`config.mk`:
```
export PLATFORM = sky130hd
export DESIGN_NAME = im_fetch_arbiter_flat
export DESIGN_NICKNAME = d
export VERILOG_FILES = /design/src/rtl/im_arb_pkg.sv /design/src/rtl/im_fetch_arbiter_if.sv /design/src/rtl/im_addr_check.sv /design/src/rtl/im_fetch_arbiter.sv /design/src/flat_wrapper.sv
export SDC_FILE = /design/constraint.sdc
export NUM_CORES = 1
export LEC_CHECK = 0
export CAP_MARGIN = 0
export CORE_AREA = 3 3 95 97
export DETAILED_ROUTE_END_ITERATION = 16
export DIE_AREA = 0 0 98 100
export GPL_ROUTABILITY_DRIVEN = 0
export PLACE_DENSITY = 0.78
export SKIP_CTS_REPAIR_TIMING = 1
export SLEW_MARGIN = 20
export SYNTH_ARGS = -nofsm -noshare
export SYNTH_HDL_FRONTEND = slang
export SYNTH_SLANG_ARGS = --single-unit
export TNS_END_PERCENT = 30
```
`constraint.sdc`:
```
create_clock -name clk_i -period 2.95 [get_ports clk_i]
set_input_delay 0.59 -clock clk_i [delete_from_list [all_inputs] [get_ports clk_i]]
set_output_delay 0.59 -clock clk_i [all_outputs]
set_load 0.05 [all_outputs]
```
`src/rtl/im_arb_pkg.sv`:
```
// Shared constants and types for the instruction-memory fetch arbiter.
package im_arb_pkg;

    // Memory map of the core
    localparam logic [31:0] DATA_BASE_DEF  = 32'h0000_0000;
    localparam logic [31:0] TEXT_BASE_DEF  = 32'h0000_3000;
    localparam int unsigned IM_WORDS_DEF   = 4096;
    localparam int unsigned STARVE_MAX_DEF = 4;

    // Which port (if any) receives a response in the current cycle
    typedef enum logic [2:0] {
        R_NONE     = 3'd0,
        R_IF       = 3'd1,
        R_DBG      = 3'd2,
        R_ZERO_IF  = 3'd3,
        R_ZERO_DBG = 3'd4
    } resp_state_e;

    function automatic logic word_aligned(input logic [31:0] addr);
        return (addr[1:0] == 2'b00);
    endfunction

endpackage

```
`src/rtl/im_fetch_arbiter_if.sv`:
```
// Fetch, debug and instruction-memory signals of the arbiter.
// slave = arbiter view, master = core/loader/memory environment view.
interface im_fetch_arbiter_if #(
    parameter int unsigned IDX_W = 12
) ();
    logic             if_req;
    logic [31:0]      if_addr;
    logic             if_gnt;
    logic             if_rvalid;
    logic [31:0]      if_rdata;

    logic             dbg_req;
    logic             dbg_we;
    logic [31:0]      dbg_addr;
    logic [31:0]      dbg_wdata;
    logic             dbg_gnt;
    logic             dbg_rvalid;
    logic [31:0]      dbg_rdata;
    logic             dbg_err;

    logic             mem_en;
    logic             mem_we;
    logic [IDX_W-1:0] mem_widx;
    logic [31:0]      mem_wdata;
    logic [31:0]      mem_rdata;

    modport slave (
        input  if_req, if_addr, dbg_req, dbg_we, dbg_addr, dbg_wdata, mem_rdata,
        output if_gnt, if_rvalid, if_rdata, dbg_gnt, dbg_rvalid, dbg_rdata, dbg_err,
               mem_en, mem_we, mem_widx, mem_wdata
    );

    modport master (
        output if_req, if_addr, dbg_req, dbg_we, dbg_addr, dbg_wdata, mem_rdata,
        input  if_gnt, if_rvalid, if_rdata, dbg_gnt, dbg_rvalid, dbg_rdata, dbg_err,
               mem_en, mem_we, mem_widx, mem_wdata
    );
endinterface

```
`src/rtl/im_addr_check.sv`:
```
// Byte address -> IM word index, range and alignment decode (purely combinational).
module im_addr_check
    import im_arb_pkg::*;
#(
    parameter logic [31:0] TEXT_BASE = TEXT_BASE_DEF,
    parameter int unsigned IM_WORDS  = IM_WORDS_DEF,
    parameter int unsigned IDX_W     = 12
) (
    input  logic [31:0]      addr_i,
    output logic [IDX_W-1:0] index_o,
    output logic             in_range_o,
    output logic             aligned_o
);
    // 33-bit arithmetic so addresses below the base show up as a borrow, never a wrap
    localparam logic [32:0] SPAN = 33'(IM_WORDS) << 2;

    logic [32:0] offset_s;

    assign offset_s   = {1'b0, addr_i} - {1'b0, TEXT_BASE};
    assign in_range_o = ~offset_s[32] & (offset_s < SPAN);
    assign index_o    = offset_s[IDX_W+1:2];
    assign aligned_o  = word_aligned(addr_i);

endmodule

```
`src/rtl/im_fetch_arbiter.sv`:
```
// Arbitrates instruction fetch and loader/debug accesses onto one IM port.
// Fetch has priority; a starvation counter forces a debug grant.
module im_fetch_arbiter
    import im_arb_pkg::*;
#(
    parameter logic [31:0] TEXT_BASE  = TEXT_BASE_DEF,
    parameter int unsigned IM_WORDS   = IM_WORDS_DEF,
    parameter int unsigned STARVE_MAX = STARVE_MAX_DEF
) (
    input  logic            clk_i,
    input  logic            rst_ni,
    im_fetch_arbiter_if.slave bus
);
    localparam int unsigned IDX_W = $clog2(IM_WORDS);

    logic [IDX_W-1:0] if_idx_s, dbg_idx_s, mem_widx_s;
    logic             if_in_s, if_al_s, dbg_in_s, dbg_al_s;
    logic             if_ok_s, dbg_ok_s;
    logic             force_dbg_s, if_gnt_s, dbg_gnt_s;
    logic             mem_en_s, mem_we_s;
    logic [31:0]      mem_wdata_s, if_rdata_s, dbg_rdata_s;

    resp_state_e      state_q, state_d;
    logic [3:0]       starve_q, starve_d;
    logic             dbg_wr_q, dbg_wr_d;
    logic             if_rvalid_q, dbg_rvalid_q, dbg_err_q;

    im_addr_check #(.TEXT_BASE(TEXT_BASE), .IM_WORDS(IM_WORDS), .IDX_W(IDX_W)) u_if_chk (
        .addr_i     (bus.if_addr),
        .index_o    (if_idx_s),
        .in_range_o (if_in_s),
        .aligned_o  (if_al_s)
    );

    im_addr_check #(.TEXT_BASE(TEXT_BASE), .IM_WORDS(IM_WORDS), .IDX_W(IDX_W)) u_dbg_chk (
        .addr_i     (bus.dbg_addr),
        .index_o    (dbg_idx_s),
        .in_range_o (dbg_in_s),
        .aligned_o  (dbg_al_s)
    );

    assign if_ok_s  = if_in_s & if_al_s;
    assign dbg_ok_s = dbg_in_s & dbg_al_s;

    // Grant selection, IM command and next response state for this cycle
    always_comb begin
        force_dbg_s = bus.dbg_req & (starve_q == 4'(STARVE_MAX));
        if_gnt_s    = rst_ni & bus.if_req & ~force_dbg_s;
        dbg_gnt_s   = rst_ni & bus.dbg_req & ~if_gnt_s;
        mem_en_s    = 1'b0;
        mem_we_s    = 1'b0;
        mem_widx_s  = '0;
        mem_wdata_s = 32'd0;
        state_d     = R_NONE;
        dbg_wr_d    = 1'b0;
        if (if_gnt_s) begin
            mem_en_s   = if_ok_s;
            mem_widx_s = if_idx_s;
            state_d    = if_ok_s ? R_IF : R_ZERO_IF;
        end else if (dbg_gnt_s) begin
            mem_en_s    = dbg_ok_s;
            mem_we_s    = dbg_ok_s & bus.dbg_we;
            mem_widx_s  = dbg_idx_s;
            mem_wdata_s = bus.dbg_wdata;
            state_d     = dbg_ok_s ? R_DBG : R_ZERO_DBG;
            dbg_wr_d    = bus.dbg_we;
        end else begin
            state_d = R_NONE;
        end
        // Forced grant at STARVE_MAX clears the count, so it never exceeds 15
        if (bus.dbg_req & ~dbg_gnt_s) begin
            starve_d = starve_q + 4'd1;
        end else begin
            starve_d = 4'd0;
        end
    end

    // Response FSM with registered valid/error flags; reset drops any pending response
    always_ff @(posedge clk_i or negedge rst_ni) begin
        if (!rst_ni) begin
            state_q      <= R_NONE;
            starve_q     <= 4'd0;
            dbg_wr_q     <= 1'b0;
            if_rvalid_q  <= 1'b0;
            dbg_rvalid_q <= 1'b0;
            dbg_err_q    <= 1'b0;
        end else begin
            state_q      <= state_d;
            starve_q     <= starve_d;
            dbg_wr_q     <= dbg_wr_d;
            if_rvalid_q  <= (state_d == R_IF) | (state_d == R_ZERO_IF);
            dbg_rvalid_q <= (state_d == R_DBG) | (state_d == R_ZERO_DBG);
            dbg_err_q    <= (state_d == R_ZERO_DBG);
        end
    end

    // Route IM read data to the port that owns this cycle's response
    always_comb begin
        if_rdata_s  = 32'd0;
        dbg_rdata_s = 32'd0;
        case (state_q)
            R_IF:    if_rdata_s  = bus.mem_rdata;
            R_DBG:   dbg_rdata_s = dbg_wr_q ? 32'd0 : bus.mem_rdata;
            default: begin
                if_rdata_s  = 32'd0;
                dbg_rdata_s = 32'd0;
            end
        endcase
    end

    assign bus.if_gnt     = if_gnt_s;
    assign bus.dbg_gnt    = dbg_gnt_s;
    assign bus.mem_en     = mem_en_s;
    assign bus.mem_we     = mem_we_s;
    assign bus.mem_widx   = mem_widx_s;
    assign bus.mem_wdata  = mem_wdata_s;
    assign bus.if_rvalid  = if_rvalid_q;
    assign bus.if_rdata   = if_rdata_s;
    assign bus.dbg_rvalid = dbg_rvalid_q;
    assign bus.dbg_rdata  = dbg_rdata_s;
    assign bus.dbg_err    = dbg_err_q;

endmodule
```
`src/flat_wrapper.sv`:
```
// flat-port wrapper written by rule: the top's interface ports become plain ports
module im_fetch_arbiter_flat import im_arb_pkg::*;
#(
    parameter logic [31:0] TEXT_BASE  = TEXT_BASE_DEF,
    parameter int unsigned IM_WORDS   = IM_WORDS_DEF,
    parameter int unsigned STARVE_MAX = STARVE_MAX_DEF
)
  (clk_i, rst_ni, bus_if_req, bus_if_addr, bus_dbg_req, bus_dbg_we, bus_dbg_addr, bus_dbg_wdata, bus_mem_rdata, bus_if_gnt, bus_if_rvalid, bus_if_rdata, bus_dbg_gnt, bus_dbg_rvalid, bus_dbg_rdata, bus_dbg_err, bus_mem_en, bus_mem_we, bus_mem_widx, bus_mem_wdata);
  im_fetch_arbiter_if bus_i ();
  input  logic clk_i;
  input  logic rst_ni;
  input wire logic [$bits(bus_i.if_req)-1:0] bus_if_req;
  input wire logic [$bits(bus_i.if_addr)-1:0] bus_if_addr;
  input wire logic [$bits(bus_i.dbg_req)-1:0] bus_dbg_req;
  input wire logic [$bits(bus_i.dbg_we)-1:0] bus_dbg_we;
  input wire logic [$bits(bus_i.dbg_addr)-1:0] bus_dbg_addr;
  input wire logic [$bits(bus_i.dbg_wdata)-1:0] bus_dbg_wdata;
  input wire logic [$bits(bus_i.mem_rdata)-1:0] bus_mem_rdata;
  output wire logic [$bits(bus_i.if_gnt)-1:0] bus_if_gnt;
  output wire logic [$bits(bus_i.if_rvalid)-1:0] bus_if_rvalid;
  output wire logic [$bits(bus_i.if_rdata)-1:0] bus_if_rdata;
  output wire logic [$bits(bus_i.dbg_gnt)-1:0] bus_dbg_gnt;
  output wire logic [$bits(bus_i.dbg_rvalid)-1:0] bus_dbg_rvalid;
  output wire logic [$bits(bus_i.dbg_rdata)-1:0] bus_dbg_rdata;
  output wire logic [$bits(bus_i.dbg_err)-1:0] bus_dbg_err;
  output wire logic [$bits(bus_i.mem_en)-1:0] bus_mem_en;
  output wire logic [$bits(bus_i.mem_we)-1:0] bus_mem_we;
  output wire logic [$bits(bus_i.mem_widx)-1:0] bus_mem_widx;
  output wire logic [$bits(bus_i.mem_wdata)-1:0] bus_mem_wdata;
  assign bus_i.if_req = bus_if_req;
  assign bus_i.if_addr = bus_if_addr;
  assign bus_i.dbg_req = bus_dbg_req;
  assign bus_i.dbg_we = bus_dbg_we;
  assign bus_i.dbg_addr = bus_dbg_addr;
  assign bus_i.dbg_wdata = bus_dbg_wdata;
  assign bus_i.mem_rdata = bus_mem_rdata;
  assign bus_if_gnt = bus_i.if_gnt;
  assign bus_if_rvalid = bus_i.if_rvalid;
  assign bus_if_rdata = bus_i.if_rdata;
  assign bus_dbg_gnt = bus_i.dbg_gnt;
  assign bus_dbg_rvalid = bus_i.dbg_rvalid;
  assign bus_dbg_rdata = bus_i.dbg_rdata;
  assign bus_dbg_err = bus_i.dbg_err;
  assign bus_mem_en = bus_i.mem_en;
  assign bus_mem_we = bus_i.mem_we;
  assign bus_mem_widx = bus_i.mem_widx;
  assign bus_mem_wdata = bus_i.mem_wdata;
  im_fetch_arbiter #(.TEXT_BASE(TEXT_BASE), .IM_WORDS(IM_WORDS), .STARVE_MAX(STARVE_MAX)) u_core (.clk_i(clk_i), .rst_ni(rst_ni), .bus(bus_i));
endmodule
```
==> qor.csv, run 1 <==
stage,metric,value,unit
run_status,outcome,finished with violations,
run_status,failing checks,setup timing,
synth,syn_nets,361,
clock_tree,clock sink count,10,
synth,mean post-synth cell area,7.323,um2
sta,max-slew violation count,0,
critical_path,reg2reg end,u_core.bus.dbg_err$_DFF_PN0_,
min_path,Hold Crit Class,reg2reg,
grt,vias in the first global route,2704,
synth,synthesized flop and latch total,10,
floorplan,# IOs,248,
cells_and_area,ANT cells,0,
critical_path,cells on worst reg2reg path,9,
drt,Pre-antenna DRT Iters,4,
drt,Post-Route WL,9452,um
clock_tree,"Clk pin slew, worst setup/hold paths",40,ps
critical_path,worst path required time,2360,ps
sta,fmax,302.0,MHz
cells_and_area,multi-input combinational cell area,1416,um2
grt,pin count of the biggest net entering global routing,36,
min_path,hold path cells,1,
sta,Layout Skew,0.4249,ps
sta,final hold vios,0,
sta,Final Critical Period,3312,ps
synth,ys flop type,dfrtp_1,
synth,number of library cell types mapped by synthesis,43,
pwr,Design Power,0.001080,W
drt,initial DRC count,32,
min_path,beginning of the worst hold path,u_core.starve_q[0]$_DFF_PN0_,
clock_tree,Clock Root Buffer,clkbuf_8,
drt,routed len/inst,15.75,um
critical_path,"setup slack, reg-to-reg",1280,ps
sta,Slew @ Worst Pin,547.6,ps
critical_path,Setup CP Type,in2out,
synth,"Seq/Total Area, Yosys",15.26,%
drt,Via Count,2650,
cells_and_area,layout cells sized above 1,32.93,%
run,max_cap viols,0,
critical_path,CP arrival,2720,ps
sta,Setup WS post-layout,-361.7,ps
pwr,power density cells,200.3,nW/um2
critical_path,CP Launch Type,input port,
critical_path,CP max FO,8,
critical_path,Critical R2R Launch,u_core.starve_q[0]$_DFF_PN0_,
synth,Ys Warns,0,
cells_and_area,synth-to-layout area growth,228.7,%
synth,number of flops mapped to enable cells by yosys,0,
drt,Antenna Nets Post-Route,0,
cells_and_area,register area,250.2,um2
floorplan,Die ar.,9800,um2
drt,vias per cell,4.417,
sta,Fin Hold WS,496.4,ps
floorplan,# rows,33,
grt,initial antenna violation count,0,
critical_path,crit end category,primary output,
synth,synthesized cell area,1640,um2
placement,detailed placement HPWL,8493,um
cells_and_area,nets,633,
sta,RSZ-0062 raised after global routing,true,
clock_tree,total CTS buffers,3,
sta,Rel. slew slack,63.38,%
sta,final setup fails,2,
synth,share of flip-flops with an asynchronous set or reset,100.0,%
floorplan,Initial Util,19.96,%
synth,Cells after Synth,224,
min_path,Hold Crit Endpoint,u_core.starve_q[0]$_DFF_PN0_,
sta,setup TNS,-564.4,ps
pwr,Peak VDD IR,0.0001347,V
grt,GRT overflow,0,
floorplan,die width,98,um
placement,number of port buffers,247,
grt,GRT Util Overall,17.31,%
sta,Tcrit/Tclk final,112.3,%
grt,global-route wire length before repair,13630,um
floorplan,Die Y,100,um
clock_tree,"Clk Latency, worst-skew pair",220,ps
clock_tree,H-tree levels,1,
clock_tree,CTS tree,yes,
clock_tree,Clock Tree Buf Depth,2,
drt,# DRC,0,
pwr,Static Leak,2.402,nW
floorplan,core area,8217,um2
cells_and_area,number of fill cells,634,
## routing by layer
layer / track usage, % / vias to the layer above / wire length, um
met5: 0 / - / 0
met4: 3.408 / 0 / 149
met3: 2.919 / 12 / 806
met2: 37.70 / 176 / 5451
met1: 16.56 / 1147 / 3044
li1: - / 1315 / -
## where the power goes
group | total, W | internal, W | switching, W | leakage [nW]
combinational | 0.000771 | 0.000401 | 0.000370 | 2.24
clock | 0.000161 | 0.000116 | 0.0000441 | 0.0288
sequential | 0.000148 | 0.000144 | 0.00000444 | 0.134
total | 0.00108 | 0.000661 | 0.000419 | 2.40
## worst max path at each step
stage	from	end	slack (ps)
after global routing	bus_if_addr[12]	bus_mem_en	-460
after global placement	bus_if_addr[25]	bus_mem_en	-540
after floorplan	bus_if_addr[25]	bus_mem_en	-190
final	bus_if_addr[12]	bus_mem_en	-360
after CTS	bus_if_addr[18]	bus_mem_en	-620
after detailed placement	bus_if_addr[18]	bus_mem_en	-610
## metrics by stage
stage	util [%]	setup WS, ps	std cells	instance area (um2)
floorplan	-	-191.0	224	1643
global placement	63.13	-540.9	592	5187
detailed placement	63.13	-611.8	592	5187
CTS	63.80	-621.3	596	5243
global route	65.62	-456.1	600	5391
finish	65.62	-361.7	600	5391
## layout by cell type, fill, tap and decap left out, drive strengths merged, types with 5 or more instances in the layout
master | netlist | final
nand4 | 5 | 5
nand2 | 7 | 7
clkbuf | 13 | 6
dfrtp | 10 | 10
and2 | 100 | 100
buf | 0 | 135
a22o | 11 | 11
inv | 5 | 5
nor2 | 13 | 13
clkdlybuf4s50 | 0 | 124
dlymetal6s2s | 0 | 19
## cells in the mapped netlist (all sizes together), types with 2 or more instances
cell     instances  area [um2]
ha               4       50.05
nand4            5       31.28
mux2i            2       20.02
nor3             4       20.02
and2           100       625.6
xor2             3       26.28
nand2            7       26.28
nor2            13       48.80
nor2b            3       18.77
nor4             3       33.78
a2111oi          2       23.77
nor3b            3       22.52
nand3            4       20.02
a21oi            3       15.01
o22ai            2       18.77
o21ai            3       15.01
dfrtp           10       250.2
clkbuf          13       48.80
xnor2            4       35.03
or4              4       37.53
inv              5       18.77
a22o            11       96.34
## cell families after synthesis
family	after synthesis	synth area share (%)
adder cells (fa/ha/maj)	4	3.051
AND/OR/NAND/NOR	152	57.06
multiplexers	3	1.907
buffers and inverters	18	4.119
XOR/XNOR	7	3.738
flip-flops	10	15.26
AO/OA/AOI/OAI	30	14.87
## worst max-delay path, stage by stage
cell and delay [ps]:
clkdlybuf4s50_1 430, ha_2 250, o31ai_1 290, nand4_1 170
a2111oi_2 380, o21ai_1 160, o22ai_2 260, buf_12 170
## area by class of cell
class / count / share of cell area, %
sequential: 10 / 4.641
timing repair buffer: 280 / 65.28
multi-input combinational: 196 / 26.27
clock buffer: 4 / 1.021
inverter: 5 / 0.3481
tap: 105 / 2.437
## registers in the layout, indices dropped and copies added, names as in the netlist
name                   flops
u_core.bus.dbg_rvalid      1
u_core.dbg_wr_q            1
u_core.bus.dbg_err         1
u_core.state_q             3
u_core.starve_q            4
No activity file was read; power rests on OpenSTA's default activity.
==> inputs of run 2 (changes only) <==
--- a/config.mk
+++ b/config.mk
@@ -7,6 +7,7 @@
 export LEC_CHECK = 0
 export CAP_MARGIN = 0
 export CORE_AREA = 3 3 95 97
+export CTS_BUF_LIST = sky130_fd_sc_hd__clkbuf_8
 export DETAILED_ROUTE_END_ITERATION = 16
 export DIE_AREA = 0 0 98 100
 export GPL_ROUTABILITY_DRIVEN = 0
==> results of run 2 <==
Final layout, timing and power as in run 1 (identical DEF).
==> inputs of run 3 (changes only) <==
--- a/config.mk
+++ b/config.mk
@@ -6,12 +6,12 @@
 export NUM_CORES = 1
 export LEC_CHECK = 0
 export CAP_MARGIN = 0
-export CORE_AREA = 3 3 95 97
+export CORE_AREA = 2 2 97 99
 export CTS_BUF_LIST = sky130_fd_sc_hd__clkbuf_8
 export DETAILED_ROUTE_END_ITERATION = 16
-export DIE_AREA = 0 0 98 100
+export DIE_AREA = 0 0 99 101
 export GPL_ROUTABILITY_DRIVEN = 0
-export PLACE_DENSITY = 0.78
+export PLACE_DENSITY = 0.75
 export SKIP_CTS_REPAIR_TIMING = 1
 export SLEW_MARGIN = 20
 export SYNTH_ARGS = -nofsm -noshare
==> qor.csv, run 3 (same netlist as run 1, synthesis figures left out) <==
stage,metric,value,unit,change
run_status,outcome,finished with violations,,
run_status,failing checks,setup timing,,
critical_path,CP Launch Type,input port,,
placement,dpl cells,597,,+0.84%
critical_path,Setup CP Type,in2out,,
clock_tree,total CTS buffers,3,,unchanged
drt,met2 wire length,5093,um,-6.6%
clock_tree,"Clk Latency, worst-skew pair",230,ps,about the same
cells_and_area,number of fill cells,729,,+15%
placement,detailed placement HPWL,8217,um,-3.2%
sta,RSZ-0062 raised after global routing,true,,
pwr,Static Leak,2.298,nW,-4.3%
critical_path,CP arrival,2570,ps,-150 ps
drt,Via Count,2613,,-1.4%
pwr,Peak VDD IR,0.00009358,V,-31%
critical_path,Worst path depth,8,,unchanged
grt,GRT overflow,0,,unchanged
grt,vias in the first global route,2644,,-2.2%
cells_and_area,synth-to-layout area growth,219.8,%,
floorplan,die width,99,um,+1.0%
drt,WL met3,882,um,+9.4%
critical_path,CP max FO,3,,-5
critical_path,crit-path max cell delay,550,ps,+120 ps
clock_tree,CTS tree,yes,,
cells_and_area,Layout Utilization,58.44,%,-7.2 points
sta,Tcrit/Tclk final,107.1,%,-5.1 points
floorplan,Die Y,101,um,+1.0%
sta,fmax,316.4,MHz,+4.8%
grt,pin count of the biggest net entering global routing,36,,unchanged
critical_path,worst-path cell chain,"buf_6, or4_4, nor4_4, mux2i_1, a2111oi_2, o21ai_1, o22ai_2, buf_12",,
sta,final hold vios,0,,unchanged
drt,Post-Route WL,9072,um,-4.0%
drt,# DRC,0,,unchanged
cells_and_area,"most common cell after layout, fill and taps aside",clkdlybuf4s50_1,,
cells_and_area,most flop-heavy register,u_core.starve_q,,
clock_tree,Clock Tree Buf Depth,2,,unchanged
floorplan,core area,8977,um2,+9.3%
drt,routed len/inst,15.07,um,-4.3%
clock_tree,H-tree levels,1,,unchanged
cells_and_area,Final Non-Filler Cells,602,,+0.33%
critical_path,crit path max-delay cell type,or4_4,,
sta,Setup WS post-layout,-210.5,ps,+151.2 ps
drt,Pre-antenna DRT Iters,4,,unchanged
floorplan,# IOs,248,,unchanged
critical_path,CP Buf/Inv Count,2,,unchanged
clock_tree,clock sink count,10,,unchanged
drt,initial DRC count,36,,+13%
critical_path,Top Family by Delay on Critical Path,simple AND/OR/NAND/NOR gates,,
critical_path,cells on worst reg2reg path,9,,unchanged
sta,final setup fails,2,,unchanged
cells_and_area,most frequent cells in the layout,"clkdlybuf4s50_1, and2_1, buf_12, buf_4, dlymetal6s2s_1",,
cells_and_area,max reg flops,4,,unchanged
grt,GRT Util Overall,16.69,%,-0.62 points
grt,initial antenna violation count,1,,+1
clock_tree,"Clk pin slew, worst setup/hold paths",50,ps,about the same
drt,highest routed layer,met4,,
sta,Final Critical Period,3160,ps,-151.2 ps
sta,max-slew violation count,0,,unchanged
floorplan,# rows,35,,+6.1%
drt,Antenna Nets Post-Route,0,,unchanged
cells_and_area,layout cells sized above 1,29.39,%,-3.5 points
clock_tree,Clock Root Buffer,clkbuf_8,,
critical_path,crit end category,primary output,,
pwr,power density cells,203.1,nW/um2,+1.4%
min_path,hold path cells,1,,unchanged
grt,global-route wire length before repair,13310,um,-2.4%
run,max_cap viols,0,,unchanged
sta,Layout Skew,2.589,ps,+2.164 ps
min_path,Hold Crit Class,reg2reg,,
sta,setup TNS,-324.2,ps,+240.2 ps
cells_and_area,nets,628,,-0.79%
floorplan,Initial Util,18.27,%,-1.7 points
placement,number of port buffers,247,,unchanged
sta,Fin Hold WS,502.0,ps,+5.640 ps
floorplan,Die ar.,9999,um2,+2.0%
placement,Post-Place Worst Slack,-577.8,ps,+34.00 ps
drt,M1 WL,2969,um,-2.5%
sta,Slew @ Worst Pin,530.8,ps,-16.81 ps
critical_path,worst path required time,2360,ps,about the same
cells_and_area,Regs by FF count,"u_core.starve_q (4), u_core.state_q (3)",,
sta,Rel. slew slack,64.50,%,+1.1 points
drt,vias per cell,4.341,,-1.7%
## run 3: cell types whose count changed in the layout (fill, tap and decap cells not counted), moves of 2 or more
cell	delta
buf_12	-12
buf_4	-6
dlymetal6s2s_1	-2
clkdlybuf4s50_1	+15
## run 3: area by class of cell
type,instances,area [um2],area share [%]
repair buffers,275,3359,64.04
multi-input cells,196,1421,27.09
flip-flops and latches,10,250.2,4.770
well taps,111,138.9,2.647
clock buffers,4,55.05,1.049
inverters,5,18.77,0.3577
diodes,1,2.502,0.04770
## run 3: path summary, 6_finish.rpt
| path | from | to | slack (ps) |
|---|---|---|---|
| max | bus_if_addr[14] | bus_mem_en | -210 |
| min | u_core.starve_q[0]$_DFF_PN0_ | u_core.starve_q[0]$_DFF_PN0_ | 500 |
| max reg2reg | u_core.starve_q[0]$_DFF_PN0_ | u_core.state_q[2]$_DFF_PN0_ | 1330 |
| min reg2reg | u_core.starve_q[0]$_DFF_PN0_ | u_core.starve_q[0]$_DFF_PN0_ | 500 |
| max in group asynchronous | rst_ni | u_core.dbg_wr_q$_DFF_PN0_ | 2100 |
| min in group asynchronous | rst_ni | u_core.starve_q[3]$_DFF_PN0_ | 710 |
## run 3: layer usage
metal | up-vias | global-route usage, %
met4 | 0 | 4.742
met3 | 8 | 4.092
met2 | 154 | 33.94
met1 | 1154 | 16.51
li1 | 1297 | -
met5 | - | 0
## run 3: power breakdown
part           internal (W)  total [W]  switching (W)
Combinational      0.000389   0.000755       0.000366
Clock              0.000117   0.000163      0.0000462
Sequential         0.000144   0.000148     0.00000438
Total              0.000649    0.00107       0.000417
## run 3: per-stage QoR
stage                     total power, W  instance area (um2)
after floorplan                0.0004570                 1643
after global placement         0.0008934                 5070
after detailed placement       0.0009026                 5070
after CTS                       0.001068                 5125
after global routing            0.001116                 5244
final                           0.001066                 5246
## run 3: worst reg2reg max path, stage by stage, from the launching register on
cell,delay (ps)
dfrtp_1,390
inv_1,60
ha_1,190
nand2_1,80
o21ai_0,60
and2_1,160
nand2_1,120
inv_1,120
buf_4,190
and2_1,140
